--- src/rtl/keypad_scanner.sv ---
// Row-scanned 4x4 active-low keypad decoder with press and release debounce.
// Emits one registered hex code and strobe per debounced press, tracking the last two digits.
module keypad_scanner #(
  parameter int SCAN_DIV       = 48000,
  parameter int DEBOUNCE_TICKS = 20
) (
  input  logic       clk,
  input  logic       reset,
  input  logic [3:0] col,
  output logic [3:0] row,
  output logic [3:0] key_code,
  output logic       key_valid,
  output logic [3:0] digit_new,
  output logic [3:0] digit_old
);

  localparam int DIV_W = (SCAN_DIV > 2) ? $clog2(SCAN_DIV) : 1;
  localparam int CNT_W = (DEBOUNCE_TICKS > 2) ? $clog2(DEBOUNCE_TICKS) : 1;
  localparam logic [DIV_W-1:0] DIV_LAST = DIV_W'(SCAN_DIV - 1);
  // The tick that bumps the counter to DEBOUNCE_TICKS-1 is the accepting tick
  localparam logic [CNT_W-1:0] DEB_LAST = CNT_W'(DEBOUNCE_TICKS - 2);

  typedef enum logic [1:0] {
    SCAN,
    DEBOUNCE_PRESS,
    HELD,
    DEBOUNCE_RELEASE
  } state_t;

  state_t           state, state_n;
  logic [3:0]       col_m, col_s;
  logic [DIV_W-1:0] div_cnt;
  logic             tick;
  logic [1:0]       row_idx, row_idx_n;
  logic [CNT_W-1:0] deb_cnt, deb_cnt_n;
  logic [3:0]       col_lat, col_lat_n;
  logic             accept;
  logic             single_press;
  logic             lat_bit_high;

  function automatic logic [3:0] key_map(input logic [1:0] r, input logic [3:0] pat);
    logic [1:0] c;
    logic [3:0] code;
    case (pat)
      4'b1110: c = 2'd0;
      4'b1101: c = 2'd1;
      4'b1011: c = 2'd2;
      default: c = 2'd3;
    endcase
    case ({r, c})
      4'h0: code = 4'h1;  4'h1: code = 4'h2;  4'h2: code = 4'h3;  4'h3: code = 4'hA;
      4'h4: code = 4'h4;  4'h5: code = 4'h5;  4'h6: code = 4'h6;  4'h7: code = 4'hB;
      4'h8: code = 4'h7;  4'h9: code = 4'h8;  4'hA: code = 4'h9;  4'hB: code = 4'hC;
      4'hC: code = 4'hE;  4'hD: code = 4'h0;  4'hE: code = 4'hF;  default: code = 4'hD;
    endcase
    return code;
  endfunction

  assign tick         = (div_cnt == DIV_LAST);
  assign single_press = ($countones(~col_s) == 1);
  assign lat_bit_high = |(~col_lat & col_s);

  // Next-state logic; every decision is taken only on a scan tick
  always_comb begin
    state_n   = state;
    row_idx_n = row_idx;
    deb_cnt_n = deb_cnt;
    col_lat_n = col_lat;
    accept    = 1'b0;
    if (tick) begin
      case (state)
        SCAN: begin
          if (single_press) begin
            col_lat_n = col_s;
            deb_cnt_n = '0;
            state_n   = DEBOUNCE_PRESS;
          end else begin
            row_idx_n = row_idx + 2'd1;
          end
        end
        DEBOUNCE_PRESS: begin
          if (col_s == col_lat) begin
            deb_cnt_n = deb_cnt + 1'b1;
            if (deb_cnt == DEB_LAST) begin
              accept  = 1'b1;
              state_n = HELD;
            end
          end else begin
            state_n = SCAN;
          end
        end
        HELD: begin
          if (lat_bit_high) begin
            deb_cnt_n = '0;
            state_n   = DEBOUNCE_RELEASE;
          end
        end
        default: begin
          if (lat_bit_high) begin
            deb_cnt_n = deb_cnt + 1'b1;
            if (deb_cnt == DEB_LAST) begin
              state_n   = SCAN;
              row_idx_n = row_idx + 2'd1;
            end
          end else begin
            state_n = HELD;
          end
        end
      endcase
    end
  end

  // Synchronizer, prescaler, FSM state and registered outputs
  always_ff @(posedge clk) begin
    if (reset) begin
      col_m     <= 4'b1111;
      col_s     <= 4'b1111;
      div_cnt   <= '0;
      state     <= SCAN;
      row_idx   <= 2'd0;
      row       <= 4'b1110;
      deb_cnt   <= '0;
      col_lat   <= 4'b1111;
      key_code  <= 4'h0;
      key_valid <= 1'b0;
      digit_new <= 4'h0;
      digit_old <= 4'h0;
    end else begin
      col_m     <= col;
      col_s     <= col_m;
      div_cnt   <= tick ? '0 : div_cnt + 1'b1;
      state     <= state_n;
      row_idx   <= row_idx_n;
      row       <= ~(4'b0001 << row_idx_n);
      deb_cnt   <= deb_cnt_n;
      col_lat   <= col_lat_n;
      key_valid <= accept;
      if (accept) begin
        key_code  <= key_map(row_idx, col_lat);
        digit_new <= key_map(row_idx, col_lat);
        digit_old <= digit_new;
      end
    end
  end

endmodule

--- config.mk ---
export PLATFORM = sky130hd
export DESIGN_NAME = keypad_scanner
export DESIGN_NICKNAME = d
export VERILOG_FILES = /design/src/rtl/keypad_scanner.sv
export SDC_FILE = /design/constraint.sdc
export NUM_CORES = 1
export LEC_CHECK = 0
export CAP_MARGIN = 20
export CORE_MARGIN = 2
export CORE_UTILIZATION = 61
export CTS_CLUSTER_SIZE = 8
export DETAILED_ROUTE_END_ITERATION = 8
export PLACE_DENSITY = 0.84
export REMOVE_ABC_BUFFERS = 1
export SLEW_MARGIN = 20
export SYNTH_ARGS = -nofsm -noshare
export SYNTH_HDL_FRONTEND = slang
export SYNTH_SLANG_ARGS = --single-unit
--- constraint.sdc ---
create_clock -name clk -period 5.25 [get_ports clk]
set_clock_uncertainty 0.1 [all_clocks]
set_input_delay 0.525 -clock clk [delete_from_list [all_inputs] [get_ports clk]]
set_output_delay 0.525 -clock clk [all_outputs]
set_load 0.02 [all_outputs]
==> results by group, run 1 <==
Status
  – Status: finished clean

Place
  – Placed instance area: 2790 um^2
  – Dpl cells: 351
  – Port Buffers: 22
  – Hpwl dp: 3560 um
  – Final GP Congestion: 0.896
  – Setup slack at placement: 2.14 ns

Yosys
  – Synth area leaders: dfxtp_1 39%, ha_1 8.2%, nand2_1 4.1%
  – Avg Cell Area, Syn: 8.81 um^2
  – Most common cell in the synthesized netlist: dfxtp_1
  – Synth top area share: 38.6%
  – Top cells by count, synth: 50 x dfxtp_1, 28 x nand2_1, 23 x nor2_1, 19 x a21oi_1, 17 x ha_1
  – Cell area after synthesis: 2590 um^2
  – Async S/R FF share, synth: 0%
  – Seq/Total Area, Yosys: 38.6%
  – Synthesis warning total: 0
  – Synth Flop Type: dfxtp_1
  – Mapped Cells: 294
  – Yosys reg bits: 50
  – EDFF count, synth: 0
  – Synth cell types: 52
  – Area leader, netlist: dfxtp_1

Worst setup path
  – CP max-delay cell: fa_1
  – CP Launch Point: col_s[0]$_SDFF_PP1_
  – Req. time, crit path: 5.40 ns
  – Most used cell, CP: ha_1
  – Arrival @ worst endpoint: 3.31 ns
  – Crit path max fanout: 10
  – CP Capture Type: flip-flop
  – CP max stage delay: 0.55 ns
  – Buf/Inv on CP: 1
  – Startpoint Class: flip-flop
  – R2R Path Start: col_s[0]$_SDFF_PP1_
  – CP top delay family: adder cells
  – Setup CP Type: reg -> reg
  – Crit path cell chain: fa_1 -> inv_1 -> ha_1 -> ha_1 -> or3b_2 -> a22oi_1 -> o211ai_2 -> or4_1 -> a21oi_1

Global route
  – Gr ovfl total: 0
  – GRT Util Overall: 22.3%
  – Vias in the first global route: 1952
  – Pin count of the biggest net entering global routing: 32
  – Initial antenna violation count: 0
  – First-pass GRT wire length: 8820 um

CTS
  – Clk sinks: 50
  – Setup bufs post-CTS: 0
  – CTS max path bufs: 2
  – H-Tree Depth: 2
  – CTS tree: yes
  – Worst skew pair latency: 0.31 ns
  – CTS Root Cell: clkbuf_8
  – CTS clk-pin slew, worst paths: 0.09 ns
  – CTS Buf Count: 5
  – Hold-fix buffers, CTS: 0
  – Post_cts resized: 0

Hold path
  – Hold crit path type: reg -> reg
  – Hold wc startpoint: col_m[1]$_SDFF_PP1_

Cells and area
  – Syn-to-layout area delta: 11.3%
  – Ant. Diodes: 0
  – Final Instance Area: 2880 um^2
  – Layout cells sized above 1: 9.71%
  – Final core occ: 71.1%
  – NumNets Final: 332
  – Layout Cells excl Fill: 359

Detailed routing
  – DRC Markers: 0
  – WL/cell: 13.6 um
  – ANT nets after route: 0
  – DRC marker count from the first detailed-route iteration: 123
  – TritonRoute pass-1 iters: 4
  – DR vias: 2092
  – Vias per cell: 5.83
  – Drt total wl: 4870 um

Floorplan
  – Die area: 4790 um^2
  – Starting Density: 63.9%
  – Die Span Y: 69.2 um
  – Die Wd: 69.2 um
  – Io pins: 23
  – Cell Rows: 23
  – Core Region: 4060 um^2

STA
  – Setup TNS: 0 ns
  – Hold Fails Final Rpt: 0
  – RSZ-0062 raised after global routing: no
  – Final Cycle Share: 60.2%
  – Fmax achieved: 317 MHz
  – Slew HR: 42.5%
  – Minimum clock period: 3.16 ns
  – PnR worst setup slack: 2.09 ns
  – Slew @ Worst Pin: 0.852 ns
  – Setup-failing EPs final: 0
  – Fin. max-slew vios: 0

Flow run
  – # Max-Cap Violations: 0

Pwr
  – Worst vdd ir: 143 uV
  – Pwr/cell area: 227 nW/um^2
  – P_leak: 1.06 nW
[worst register-to-register path, stage by stage (launching register included)]
cell and delay [ns]:
dfxtp_1 0.35, fa_1 0.55, inv_1 0.04, ha_1 0.17, ha_1 0.28, or3b_2 0.49
a22oi_1 0.24, o211ai_2 0.23, or4_1 0.51, a21oi_1 0.14
[power by group]
| part | switching, mW | internal [mW] | total, mW |
|---|---|---|---|
| Clock | 0.136 | 0.0987 | 0.235 |
| Sequential | 0.00423 | 0.384 | 0.388 |
| Combinational | 0.0178 | 0.0130 | 0.0308 |
| Total | 0.158 | 0.495 | 0.653 |
[final cells by class]
class,count,area [um^2]
fillers,328,1170
repair buffers,23,228
multi-input cells,211,1430
clock inverters,3,28.8
flip-flops and latches,50,1000
clock buffers,5,68.8
well taps,50,62.6
inverters,17,63.8
[flip-flops by register name, summed over array words and instances (netlist names)]
| signal | flops |
|---|---|
| state | 2 |
| key_valid | 1 |
| col_s | 4 |
| deb_cnt | 5 |
| row | 4 |
| col_m | 4 |
| digit_old | 4 |
| key_code | 4 |
| div_cnt | 16 |
| col_lat | 4 |
| row_idx | 2 |
[layout by cell type, fill, tap and decap left out, drive strengths merged, types with 6 or more instances in the layout]
master	count
or2	10
nand2	28
o211ai	6
dfxtp	50
nand3	12
nor2	27
clkdlybuf4s50	22
xor2	8
ha	17
nor3	6
o21ai	10
inv	17
a21oi	19
xnor2	6
nand4	6
[path summary, 6_finish.rpt]
check / cells after the start / slack (ns) / to
setup / recovery: 9 / 2.09 / deb_cnt[3]$_SDFFE_PP0P_
hold / removal: 1 / 0.31 / col_s[1]$_SDFF_PP1_
setup reg to reg: 9 / 2.09 / deb_cnt[3]$_SDFFE_PP0P_
hold reg to reg: 1 / 0.31 / col_s[1]$_SDFF_PP1_
[kinds of logic after synthesis]
group / synth area share (%)
adder cells (fa/ha/maj): 8.98
multiplexers: 2.37
AO/OA/AOI/OAI: 13.1
XOR/XNOR: 4.73
AND/OR/NAND/NOR: 26.0
buffers and inverters: 6.13
flip-flops: 38.6
[per-layer routing]
metal	up-vias	share of wire [%]	GRT usage, %
met3	7	4.5	4.80
met1	970	46	28.5
met4	0	1.4	6.75
met2	56	48	37.7
li1	1059	-	-
met5	-	0	0
[per-stage QoR]
stage          power, mW  hold WS (ns)
6_report           0.653         0.314
5_1_grt            0.679         0.336
4_1_cts            0.657         0.315
3_5_place_dp       0.427         0.293
3_3_place_gp       0.426         0.292
2_1_floorplan      0.415         0.289
(Power assumes the default switching activity.)
==> run 2, diff against run 1 <==
CORE_UTILIZATION = 52   (was 61)
PLACE_DENSITY = 0.76   (was 0.84)
clock period = 2.6 ns   (was 5.25 ns; I/O delays follow)
==> results by group, run 2 (synthesis results as in run 1) <==
STA
  – Fin. max-slew vios: 0 (unchanged)
  – Slew @ Worst Pin: 0.621 ns (-0.230 ns)
  – Minimum clock period: 2.79 ns (-0.370 ns)
  – RSZ-0062 raised after global routing: yes
  – Slew HR: 58.5% (+16 points)
  – Fmax achieved: 359 MHz (+13%)
  – Worst hold slack: 0.316 ns (+0.00237 ns)
  – Hold Fails Final Rpt: 0 (unchanged)
  – Setup-failing EPs final: 7 (+7)
  – Final Cycle Share: 107% (+47 points)
  – PnR worst setup slack: -0.189 ns (-2.28 ns)

Floorplan
  – Core Region: 4750 um^2 (+17%)
  – Die area: 5560 um^2 (+16%)
  – Die Span Y: 74.6 um (+7.8%)
  – Cell Rows: 25 (+8.7%)
  – Die Wd: 74.6 um (+7.8%)
  – Starting Density: 54.5% (-9.4 points)
  – Io pins: 23 (unchanged)

Worst setup path
  – Buf/Inv on CP: 2 (+1)
  – CP max stage delay: 0.53 ns (-0.02 ns)
  – Startpoint Class: flip-flop
  – Arrival @ worst endpoint: 2.94 ns (-0.37 ns)
  – CP max-delay cell: fa_1
  – Setup CP Type: reg -> reg
  – Req. time, crit path: 2.75 ns (-2.65 ns)
  – Crit path cell chain: fa_1 -> inv_1 -> ha_2 -> ha_4 -> or3b_4 -> a22oi_2 -> o211ai_4 -> buf_6 -> or3_1 -> a21oi_2
  – CP top delay family: adder cells
  – CP Capture Type: flip-flop
  – Crit path max fanout: 7 (-3)

CTS
  – CTS clk-pin slew, worst paths: 0.10 ns (about the same)
  – CTS max path bufs: 2 (unchanged)
  – Hold-fix buffers, CTS: 0 (unchanged)
  – CTS Buf Count: 5 (unchanged)
  – CTS Root Cell: clkbuf_8
  – Clk sinks: 50 (unchanged)
  – Worst skew pair latency: 0.31 ns (about the same)
  – H-Tree Depth: 2 (unchanged)
  – CTS tree: yes

Flow run
  – # Max-Cap Violations: 0 (unchanged)

Detailed routing
  – Vias per cell: 5.55 (-4.8%)
  – DRC marker count from the first detailed-route iteration: 131 (+6.5%)
  – Drt total wl: 5060 um (+4.0%)
  – DR vias: 2163 (+3.4%)
  – ANT nets after route: 0 (unchanged)
  – TritonRoute pass-1 iters: 4 (unchanged)
  – WL/cell: 13.0 um (-4.3%)
  – DRC Markers: 0 (unchanged)

Cells and area
  – Final Instance Area: 3070 um^2 (+6.5%)
  – Commonest cells after routing, fill and taps aside: 49 x dfxtp_1, 28 x nand2_1, 23 x nor2_1
  – Largest registers: div_cnt (16), deb_cnt (5)
  – Ant. Diodes: 0 (unchanged)
  – Max reg flops: 16 (unchanged)
  – Layout cells sized above 1: 16.7% (+7.0 points)
  – NumNets Final: 346 (+4.2%)
  – Most common cell after layout, fill and taps aside: dfxtp_1
  – Layout Cells excl Fill: 390 (+8.6%)
  – Final core occ: 64.6% (-6.5 points)
  – Top reg by flops: div_cnt
  – Filler cells: 427 (+30%)
  – Syn-to-layout area delta: 18.5%

Global route
  – GRT Util Overall: 20.4% (-1.9 points)
  – Vias in the first global route: 2043 (+4.7%)
  – Initial antenna violation count: 0 (unchanged)
  – Grt met2 use: 32.8% (-4.9 points)
  – Pin count of the biggest net entering global routing: 31 (-3.1%)
  – Met3 GRT Util: 4.47% (-0.32 points)
  – M1 GR Usage: 26.5% (-1.9 points)
  – Gr ovfl total: 0 (unchanged)
  – Most used routing layer: met2
  – First-pass GRT wire length: 8870 um (+0.54%)

Place
  – Placed instance area: 2900 um^2 (+4.0%)
  – Final GP Congestion: 0.822 (-8.2%)
  – Dpl cells: 380 (+8.3%)
  – Port Buffers: 22 (unchanged)
  – Hpwl dp: 3700 um (+3.9%)

Pwr
  – P_leak: 1.13 nW (+6.3%)
  – Pwr/cell area: 442 nW/um^2 (+95%)
  – Worst vdd ir: 232 uV (+62%)
  – Final Power: 1.36 mW (+110%)

Hold path
  – Hold crit path type: reg -> reg

Status
  – Status: complete, but fails checks
  – Failing checks: setup timing
[run 2: path summary, 6_finish.rpt]
path	start	to	slack [ns]	cells past startpoint
max reg2reg	col_s[0]$_SDFF_PP1_	deb_cnt[1]$_SDFFE_PP0P_	-0.19	10
max	col_s[0]$_SDFF_PP1_	deb_cnt[1]$_SDFFE_PP0P_	-0.19	10
min reg2reg	col_m[2]$_SDFF_PP1_	col_s[2]$_SDFF_PP1_	0.32	1
min	col_m[2]$_SDFF_PP1_	col_s[2]$_SDFF_PP1_	0.32	1
[run 2: timing repair]
| item | 4_1_cts | 5_1_grt |
|---|---|---|
| endpoints found under the setup margin | 13 | 11 |
| endpoints found under the hold margin | 0 | 0 |
| resized for setup | 5 | 8 |
| pin swaps | 7 | 4 |
| setup buffers | 1 | 1 |
[run 2: power breakdown]
group / internal (mW) / switching (mW) / total, mW
logic: 0.0460 / 0.0434 / 0.0894
clock network: 0.200 / 0.285 / 0.485
registers: 0.775 / 0.00767 / 0.783
[run 2: metal layers]
layer	vias to the layer above	share of wire, %
li1	1082	-
met1	1035	47
met2	38	48
met3	8	3.6
met4	0	1.4
met5	-	0
[run 2: layout make-up]
type / count / area [um^2] / share of cell area [%]
clock buffer: 5 / 68.8 / 2.24
clock inverter: 3 / 28.8 / 0.937
inverter: 17 / 63.8 / 2.08
multi-input combinational: 211 / 1490 / 48.4
sequential: 50 / 1000 / 32.6
tap: 67 / 83.8 / 2.73
timing repair buffer: 37 / 337 / 11.0
[run 2: per-stage QoR]
step                setup TNS, ns  setup WS (ns)
floorplan                   -1.54         -0.339
global placement            -2.55         -0.394
detailed placement          -2.98         -0.449
CTS                        -0.952         -0.215
global route                -1.82         -0.283
finish                     -0.940         -0.189
==> run 3, diff against run 2 <==
--- a/config.mk
+++ b/config.mk
@@ -6,4 +6,5 @@
 export NUM_CORES = 1
 export LEC_CHECK = 0
+export ABC_AREA = 1
 export CAP_MARGIN = 20
 export CORE_MARGIN = 2
@@ -13,4 +14,5 @@
 export PLACE_DENSITY = 0.76
 export REMOVE_ABC_BUFFERS = 1
+export SETUP_SLACK_MARGIN = 0.1
 export SLEW_MARGIN = 20
 export SYNTH_ARGS = -nofsm -noshare
==> constraint.sdc (replaced) <==
create_clock -name clk -period 2.6 [get_ports clk]
set_clock_uncertainty 0.1 [all_clocks]
set_input_delay 0.26 -clock clk [delete_from_list [all_inputs] [get_ports clk]]
set_output_delay 0.26 -clock clk [all_outputs]
set_load 0.005 [all_outputs]
==> results by group, run 3 <==
Cells and area
  – Top reg by flops: div_cnt
  – NumNets Final: 411 (+19%)
  – Final Instance Area: 3140 um^2 (+2.4%)
  – Filler cells: 467 (+9.4%)
  – Syn-to-layout area delta: 14.9%
  – Most common cell after layout, fill and taps aside: nand2_1
  – Commonest cells after routing, fill and taps aside: 71 x nand2_1, 49 x dfxtp_1, 41 x inv_1
  – Final core occ: 61.5% (-3.0 points)
  – Ant. Diodes: 0 (unchanged)
  – Max reg flops: 16 (unchanged)
  – Layout cells sized above 1: 15.7% (-1.0 points)
  – Largest registers: div_cnt (16), deb_cnt (5)

Worst setup path
  – Req. time, crit path: 2.68 ns (-0.07 ns)
  – Crit path max fanout: 4 (-3)
  – Worst R2R Path Depth: 11 (+1)
  – CP max-delay cell: fa_1
  – Startpoint Class: flip-flop
  – Crit path cell chain: fa_1 -> inv_1 -> ha_1 -> ha_4 -> inv_2 -> nand3_1 -> nand2_1 -> o21ai_1 -> nand4_1 -> nand2_2 -> nand3_1
  – CP Capture Type: flip-flop
  – Reg2Reg Setup Slack: 0.27 ns (+0.46 ns)
  – R2R Path Start: col_s[0]$_SDFF_PP1_
  – Arrival @ worst endpoint: 2.42 ns (-0.52 ns)
  – CP max stage delay: 0.54 ns (about the same)
  – FF-to-FF End: row[3]$_SDFF_PP1_
  – Most used cell, CP: nand3_1
  – Setup CP Type: reg -> reg

Yosys
  – Synth Flop Type: dfxtp_1
  – Async S/R FF share, synth: 0% (unchanged)
  – Area leader, netlist: dfxtp_1
  – EDFF count, synth: 0 (unchanged)
  – Most common cell in the synthesized netlist: nand2_1
  – Synth cell types: 35 (-33%)
  – Cell area after synthesis: 2740 um^2 (+5.6%)
  – Mapped Cells: 366 (+24%)
  – Synthesis warning total: 0 (unchanged)
  – Yosys reg bits: 50 (unchanged)
  – Synth top area share: 36.6% (-2.0 points)
  – Avg Cell Area, Syn: 7.48 um^2 (-15%)
  – Synth area leaders: dfxtp_1 37%, nand2_1 9.7%, ha_1 7.8%
  – Seq/Total Area, Yosys: 36.6% (-2.0 points)
  – Top cells by count, synth: 71 x nand2_1, 50 x dfxtp_1, 43 x inv_1, 30 x nand3_1, 27 x nor2_1

CTS
  – Clk sinks: 50 (unchanged)
  – CTS max path bufs: 2 (unchanged)
  – Worst skew pair latency: 0.30 ns (about the same)
  – CTS clk-pin slew, worst paths: 0.08 ns (-0.02 ns)
  – CTS Buf Count: 5 (unchanged)
  – CTS tree: yes
  – H-Tree Depth: 2 (unchanged)
  – CTS Root Cell: clkbuf_8

Floorplan
  – Io pins: 23 (unchanged)
  – Starting Density: 53.6% (-0.92 points)
  – Die area: 5860 um^2 (+5.3%)
  – Core Region: 5110 um^2 (+7.4%)
  – Cell Rows: 26 (+4.0%)
  – Die Wd: 76.5 um (+2.6%)
  – Die Span Y: 76.5 um (+2.6%)

Detailed routing
  – ANT nets after route: 0 (unchanged)
  – WL/cell: 11.5 um (-12%)
  – Drt total wl: 5250 um (+3.7%)
  – TritonRoute pass-1 iters: 4 (unchanged)
  – Vias per cell: 4.97 (-10%)
  – DR vias: 2278 (+5.3%)
  – DRC marker count from the first detailed-route iteration: 67 (-49%)
  – DRC Markers: 0 (unchanged)

Hold path
  – WHS Endpoint: col_s[1]$_SDFF_PP1_
  – Hold Crit Depth: 1 (unchanged)
  – Hold wc startpoint: col_m[1]$_SDFF_PP1_
  – Hold crit path type: reg -> reg

STA
  – Final Cycle Share: 89.7% (-18 points)
  – Fin. max-slew vios: 0 (unchanged)
  – Slew @ Worst Pin: 0.463 ns (-0.158 ns)
  – PnR worst setup slack: 0.267 ns (+0.456 ns)
  – Setup-failing EPs final: 0 (-7)
  – Slew HR: 69.0% (+11 points)
  – RSZ-0062 raised after global routing: no
  – Minimum clock period: 2.33 ns (-0.456 ns)
  – Setup TNS: 0 ns (+0.940 ns)
  – Fmax achieved: 429 MHz (+20%)
  – Hold Fails Final Rpt: 0 (unchanged)

Place
  – Setup slack at placement: 0.203 ns (+0.651 ns)
  – Hpwl dp: 3930 um (+6.2%)
  – Port Buffers: 22 (unchanged)
  – Final GP Congestion: 0.900 (+9.5%)
  – Placed instance area: 2990 um^2 (+3.2%)

Pwr
  – Pwr/cell area: 444 nW/um^2 (+0.43%)
  – Combinational Power Share: 5.8% (-0.8 points)
  – P_leak: 1.37 nW (+22%)
  – P_sw: 298 uW (-11%)
  – Switching Fraction: 21.3% (-3.4 points)
  – Clock power share: 38.3% (+2.6 points)
  – Pint: 1.10 mW (+7.5%)
  – Seq pwr share: 55.9% (-1.8 points)
  – Worst vdd ir: 308 uV (+33%)

Global route
  – First-pass GRT wire length: 8960 um (+1.1%)
  – Gr ovfl total: 0 (unchanged)
  – Pin count of the biggest net entering global routing: 20 (-35%)
  – Initial antenna violation count: 0 (unchanged)
  – GRT Util Overall: 18.7% (-1.7 points)
  – Vias in the first global route: 2080 (+1.8%)

Flow run
  – # Max-Cap Violations: 0 (unchanged)

Status
  – Status: finished clean
-- run 3: cell types whose count changed in the layout (fill, tap and decap cells not counted), sizes merged, moves of 5 or more --
cell and change:
nand3 +22, nand4 +6, buf -12, a21oi +6
or3 -5, or4 -5, inv +35, mux2i -5
nor3 +5, nor2 +8, xnor2 -5, o211ai -5
nand2 +55
-- run 3: worst max-delay path by stage --
| stage | start | endpoint | slack [ns] | cells after the start |
|---|---|---|---|---|
| floorplan | col_s[0]$_SDFF_PP1_ | state[0]$_SDFFE_PP0P_ | 0.35 | 14 |
| global route | col_s[0]$_SDFF_PP1_ | state[0]$_SDFFE_PP0P_ | 0.10 | 14 |
| global placement | col_s[0]$_SDFF_PP1_ | state[1]$_SDFFE_PP0P_ | 0.26 | 14 |
| CTS | col_s[0]$_SDFF_PP1_ | state[0]$_SDFFE_PP0P_ | 0.14 | 14 |
| detailed placement | col_s[0]$_SDFF_PP1_ | state[0]$_SDFFE_PP0P_ | 0.20 | 14 |
| finish | col_s[0]$_SDFF_PP1_ | row[3]$_SDFF_PP1_ | 0.27 | 11 |
-- run 3: cell families (layout without fill, tap and decap cells) --
kind of cell	count (synthesis)	count (layout)	share of synthesized area, %
and+or+nand+nor	189	189	35.9
DFF	50	50	36.6
adders and majority gates	18	18	8.50
AOI/OAI and AO/OA	41	41	7.73
xor gates and xnor gates	5	5	1.60
buffers and inverters	63	85	9.69
-- run 3: power by group through the flow --
stage | Combinational, mW | Sequential [mW] | Clock, mW
global route | 0.0903 | 0.782 | 0.576
global placement | 0.0640 | 0.798 | 0
finish | 0.0806 | 0.780 | 0.534
floorplan | 0.0414 | 0.797 | 0
CTS | 0.0665 | 0.780 | 0.551
detailed placement | 0.0657 | 0.798 | 0
-- run 3: area by class of cell --
class                           instances  area, um^2  share of cell area, %
Clock buffer                            6        72.6                   2.31
Timing Repair Buffer                   25         255                   8.12
Multi-Input combinational cell        253        1490                   47.5
Tap cell                               70        87.6                   2.79
Sequential cell                        50        1000                   31.9
Inverter                               52         195                   6.21
Clock inverter                          2        37.5                   1.19
-- run 3: what timing repair did --
action,CTS,global route
gates resized for setup,0,8
setup endpoints to repair,0,12
setup buffers,0,1
hold buffers,0,0
-- run 3: metrics by stage --
| stage | cells | total power, mW | hold slack (ns) |
|---|---|---|---|
| after detailed placement | 449 | 0.864 | 0.294 |
| after global placement | 449 | 0.862 | 0.299 |
| final | 458 | 1.39 | 0.312 |
| after floorplan | 355 | 0.838 | 0.229 |
| after global routing | 458 | 1.45 | 0.326 |
| after CTS | 457 | 1.40 | 0.314 |
-- run 3: worst max-delay path, delay by kind of cell, from the launching register on --
kind,cells,cell delay [ns]
AO/OA/AOI/OAI,1,0.20
adder cells (fa/ha/maj),3,1.04
AND/OR/NAND/NOR,5,0.46
buffers and inverters,2,0.08
flip-flops,1,0.34
-- run 3: per-layer routing --
metal / vias up / global-route usage (%) / share of wire, %
li1: 1213 / - / -
met1: 1019 / 24.5 / 50
met2: 36 / 30.5 / 44
met3: 10 / 3.67 / 3.4
met4: 0 / 6.91 / 2.2
met5: - / 0 / 0
==> patch 1, RTL diff (settings of run 2) <==
Put one more register stage on the output `row`, cleared by the reset. The value now appears one clock later. The other outputs are not delayed to match.
--- a/src/rtl/keypad_scanner.sv
+++ b/src/rtl/keypad_scanner.sv
@@ -27,4 +27,6 @@
     DEBOUNCE_RELEASE
   } state_t;
+
+  logic [3:0] row_s0;
 
   state_t           state, state_n;
@@ -119,5 +121,5 @@
       state     <= SCAN;
       row_idx   <= 2'd0;
-      row       <= 4'b1110;
+      row_s0    <= 4'b1110;
       deb_cnt   <= '0;
       col_lat   <= 4'b1111;
@@ -132,5 +134,5 @@
       state     <= state_n;
       row_idx   <= row_idx_n;
-      row       <= ~(4'b0001 << row_idx_n);
+      row_s0    <= ~(4'b0001 << row_idx_n);
       deb_cnt   <= deb_cnt_n;
       col_lat   <= col_lat_n;
@@ -144,4 +146,12 @@
   end
 
+  always_ff @(posedge clk) begin
+    if (reset) begin
+      row <= '0;
+    end else begin
+      row <= row_s0;
+    end
+  end
+
 endmodule
 
Check against the original RTL: not equivalent (a bounded check fails within 4 cycles, from zero or initial values and one cycle with reset high).
==> patch 1 against run 2 <==
The flow still finishes with violations (negative setup slack). Sequential cell count up 4. Synthesized area increased by 4.7%. Sequential share of layout area shrank 0.50 points. Non-clock buffer count is 10 higher. Worst hold slack worse by 0.0019 ns. Worst setup slack got worse by 0.15 ns. Wire length is 9.4% higher. Design area increased by 9.8%. Final cell count rose by 4.6%. Core utilization up 1.8 points. Total power increased by 4.9%. Combinational power increased by 47%. Largest cell class unchanged.
==> patch 1: results (changes against run 2) <==
- In this run the critical register-to-register path is launched from col_s[3].
- The total via count in the routed design came to 2232 (+3.2%).
- The via count of the first global-routing pass was 2149 (+5.2%).
- By area the synthesized netlist is led by sky130_fd_sc_hd__dfxtp_1 (40%), sky130_fd_sc_hd__ha_1 (7.8%), sky130_fd_sc_hd__mux2i_1 (5.2%).
- The endpoint of the worst hold path is col_s[0].
- The checks that failed: negative setup slack.
- The biggest fanout along the worst timing path is 6 (-1).
- The post-detailed-routing wire length is 5540 um (+9.4%).
- The commonest cells after synthesis are sky130_fd_sc_hd__dfxtp_1 (54), sky130_fd_sc_hd__nor2_1 (33), sky130_fd_sc_hd__inv_1 (22).
- The maximum number of pins on one net before global-route repair was 17 (-45%).
- The wire length of the first global-routing pass is 9600 um (+8.3%).
- The final worst slack is -0.342 ns (-0.153 ns).
- The placed wire-length estimate after detailed placement is 3730 um (+0.77%).
- The share of final-layout standard cells stronger than drive strength 1 was 19.8% (+3.1 points).
- The routability congestion estimate from global placement is 0.952 (+16%).
- The final setup violation count is 13 (+6).
- The fraction of the yosys area taken by sequential cells came to 39.9% (+1.2 points).
- The worst IR drop on VDD was 0.256 mV (+11%).
- The flow ran to the end, but the final reports show violations.
- The post-synthesis cell area was 0.00271 sq mm (+4.7%).
- The average cell area after synthesis came to 9.04 sq um (+2.6%).
- The initial detailed-routing violation count was 111 (-15%).
- The stage delay of the slowest cell on the critical path came to 0.55 ns (+0.02 ns).
- The headroom to the max-slew limit came to 50.9% (-7.7 points).
- The worst-case setup slack after placement came to -0.522 ns (-0.0730 ns).
-- patch 1: cell types whose count changed after synthesis, sizes merged, moves of 6 or more --
cell,run 2,this run
a21oi,19,12
inv,16,22
mux2i,5,14
nand2,28,20
nor2,27,33
-- patch 1: worst max-delay path by stage --
stage,startpoint,to,depth (start not counted)
after detailed placement,col_s[0],deb_cnt[1],10
after CTS,col_s[3],deb_cnt[1],10
after global placement,col_s[0],deb_cnt[3],9
after global routing,col_s[3],deb_cnt[1],10
after floorplan,col_s[0],deb_cnt[3],9
final,col_s[3],deb_cnt[1],10
-- patch 1: through the flow --
stage | setup TNS, ns | hold slack [ns] | power [mW] | instance area (sq um)
after floorplan | -2.19 | 0.229 | 0.907 | 2640
after global placement | -3.55 | 0.293 | 0.953 | 3090
after global routing | -3.43 | 0.339 | 1.47 | 3370
final | -2.48 | 0.314 | 1.42 | 3370
after CTS | -1.86 | 0.318 | 1.41 | 3250
after detailed placement | -4.19 | 0.296 | 0.955 | 3090
-- patch 1: area by class of cell --
type / instances / area (sq um)
clock buffers: 6 / 72.6
fillers: 406 / 1700
clock inverters: 1 / 7.51
flip-flops and latches: 54 / 1080
repair buffers: 47 / 412
multi-input cells: 208 / 1630
well taps: 70 / 87.6
inverters: 22 / 82.6
-- patch 1: timing repair --
item	CTS	global route
endpoints found under the hold margin	0	0
endpoints found under the setup margin	16	17
resized for setup	12	21
pin swaps	17	12
setup buffers	4	3
-- patch 1: cell families after synthesis --
family          after synthesis  share of synthesized area [%]
fa+ha+maj                    18                           8.58
compound gates               40                           10.2
buf+inv                      38                           5.86
flops                        54                           39.9
xor+xnor                     15                           4.84
simple gates                119                           24.3
mux                          16                           6.41
-- patch 1: per-layer routing --
metal,share of wire (%),vias up,GRT usage [%]
li1,-,1111,-
met1,45,1043,25.5
met2,48,61,33.7
met3,4.2,17,3.44
met4,2.4,0,7.27
met5,0,-,0
-- patch 1: where the power goes --
group / internal, mW / switching, mW
registers: 0.839 / 0.00726
logic: 0.0703 / 0.0606
clock network: 0.185 / 0.261
==> patch 2, RTL diff (config.mk and constraints of run 2) <==
Made on the original files. Set the parameter `DEBOUNCE_TICKS` to 40 (it was 20).
--- a/src/rtl/keypad_scanner.sv
+++ b/src/rtl/keypad_scanner.sv
@@ -3,5 +3,5 @@
 module keypad_scanner #(
   parameter int SCAN_DIV       = 48000,
-  parameter int DEBOUNCE_TICKS = 20
+  parameter int DEBOUNCE_TICKS = 40
 ) (
   input  logic       clk,
Formal check against the unedited RTL: no difference found for any inputs over 10 cycles, from zero or initial values and one cycle with reset high; that may be too few to reach the edited logic, so the function may still have changed.
==> patch 2 against run 2 <==
The flow still finishes with violations (negative setup slack). First-iteration DRC count shrank 11%. Wire length shrank 9.0%. Total power grew 4.1%. Via count shrank 9.0%. Design area grew 1.0%. Synthesized area grew 1.9%. Worst setup slack gained 0.034 ns. Sequential cell count grew 1. Clock power grew 8.7%. Synthesized cell count shrank 6.5%. Critical endpoint unchanged.
==> patch 2: results (changes against run 2) <==
- The run finished, with violations left.
- The checks that failed: negative setup slack.
- The maximum number of pins on one net before global-route repair is 20 (-35%).
- The total via count in the routed design is 1968 (-9.0%).
- The worst-skew pair later-pin latency is 0.30 ns.
- The global-route total usage across every layer is 17.4% (-3.0 points).
- The wire length of the first global-routing pass is 7560 um (-15%).
- The final-layout fill cell count is 397 (-7.0%).
- The headroom to the max-slew limit came to 55.9% (-2.6 points).
- The leakage component of the power is 1.16 nW (+2.9%).
- The post-detailed-routing wire length is 4610 um (-9.0%).
- The share of final-layout standard cells stronger than drive strength 1 is 21.1% (+4.4 points).
- Counting instances in the post-synthesis netlist gives the leading cell types as sky130_fd_sc_hd__dfxtp_1 (51), sky130_fd_sc_hd__nor2_1 (31), sky130_fd_sc_hd__ha_1 (17), sky130_fd_sc_hd__inv_1 (17).
- The number of distinct standard cells referenced by the synthesized netlist is 57 (+9.6%).
- The final worst slack came to -0.154 ns (+0.0344 ns).
- Ranked by total cell area, the synthesized netlist is headed by sky130_fd_sc_hd__dfxtp_1 (39%), sky130_fd_sc_hd__ha_1 (8.1%), sky130_fd_sc_hd__nor2_1 (4.4%).
- The placed cell count is 358 (-5.8%).
- The final setup violation count is 8 (+1).
- The initial detailed-routing violation count is 116 (-11%).
- The detailed-route vias per instance was 5.38 (-3.0%).
- The biggest fanout along the worst timing path is 2 (-5).
- The worst-case setup slack after placement was -0.208 ns (+0.241 ns).
- The synthesized instance count is 275 (-6.5%).
- The via count of the first global-routing pass was 1748 (-14%).
- The data arrival time of the critical path is 2.89 ns (-0.05 ns).
- The largest registers in the layout are div_cnt: 16 flops, deb_cnt: 6 flops.
- The routability congestion estimate from global placement came to 0.841 (+2.2%).
- The fraction of the yosys area taken by sequential cells was 38.7% (about the same).
- The worst IR drop on VDD is 0.403 mV (+74%).
- The number of nets in the final layout is 323 (-6.6%).
- The post-placement cell area came to 0.00291 sq mm (+0.39%).
[patch 2: cell types whose count changed in the layout (fill, tap and decap cells not counted), sizes merged, moves of 3 or more]
cell,change
o211ai,-4
nor2,+7
a21oi,-5
or4,-4
clkinv,-3
nor3,-3
a311o,+4
mux2i,+3
nand2,-16
buf,-3
o21ai,-5
[patch 2: routing by layer]
| metal | part of all wire, % | GRT usage (%) |
|---|---|---|
| met3 | 3.2 | 4.02 |
| met1 | 47 | 22.0 |
| met2 | 49 | 29.9 |
| met5 | 0 | 0 |
| met4 | 0.67 | 4.68 |
[patch 2: area by class of cell]
cell class	instances	area [sq um]	area share, %
timing repair buffer	34	322	10.4
multi-input combinational	190	1500	48.4
clock buffer	5	68.8	2.22
inverter	17	63.8	2.06
sequential	51	1020	33.0
clock inverter	2	37.5	1.21
tap	67	83.8	2.70
[patch 2: repair_timing]
action                                  4_1_cts  5_1_grt
endpoints found under the setup margin       13       17
hold endpoints to repair                      0        0
pin swaps                                    12        8
gates resized for setup                      10       10
buffers inserted                              1        0
[patch 2: per-stage QoR]
stage,utilization [%],TNS (ns)
after CTS,63.5,-0.288
after global routing,64.4,-1.78
after detailed placement,60.4,-1.71
final,64.4,-0.589
after global placement,60.4,-1.42
after floorplan,-,-2.04
[patch 2: worst paths after layout]
path         startpoint    endpoint  slack (ns)  depth (start not counted)
min            col_m[0]    col_s[0]        0.31                          1
max reg2reg    col_s[3]  deb_cnt[1]       -0.15                          9
max            col_s[3]  deb_cnt[1]       -0.15                          9
min reg2reg    col_m[0]    col_s[0]        0.31                          1
[patch 2: cells by family after synthesis]
logic type	Yosys count	synth area share, %
buffers and inverters	34	6.92
adders and majority gates	18	8.81
and+or+nand+nor	103	22.4
AOI/OAI and AO/OA	43	13.6
DFF	51	38.7
xor gates and xnor gates	16	5.31
muxes	10	4.31
[patch 2: power by group]
part | leakage, nW | internal, mW | total (mW) | switching [mW]
clock | 0.0502 | 0.281 | 0.527 | 0.246
combinational | 0.697 | 0.0449 | 0.0891 | 0.0442
sequential | 0.413 | 0.790 | 0.796 | 0.00607
total | 1.16 | 1.12 | 1.41 | 0.296
[patch 2: worst reg2reg max path, stage by stage, from the launching register on]
cell	delay, ns
sky130_fd_sc_hd__dfxtp_2	0.34
sky130_fd_sc_hd__fa_1	0.53
sky130_fd_sc_hd__inv_1	0.05
sky130_fd_sc_hd__ha_2	0.18
sky130_fd_sc_hd__ha_4	0.24
sky130_fd_sc_hd__or3b_4	0.40
sky130_fd_sc_hd__a22oi_4	0.26
sky130_fd_sc_hd__o211ai_4	0.10
sky130_fd_sc_hd__or3_4	0.38
sky130_fd_sc_hd__a21oi_2	0.13
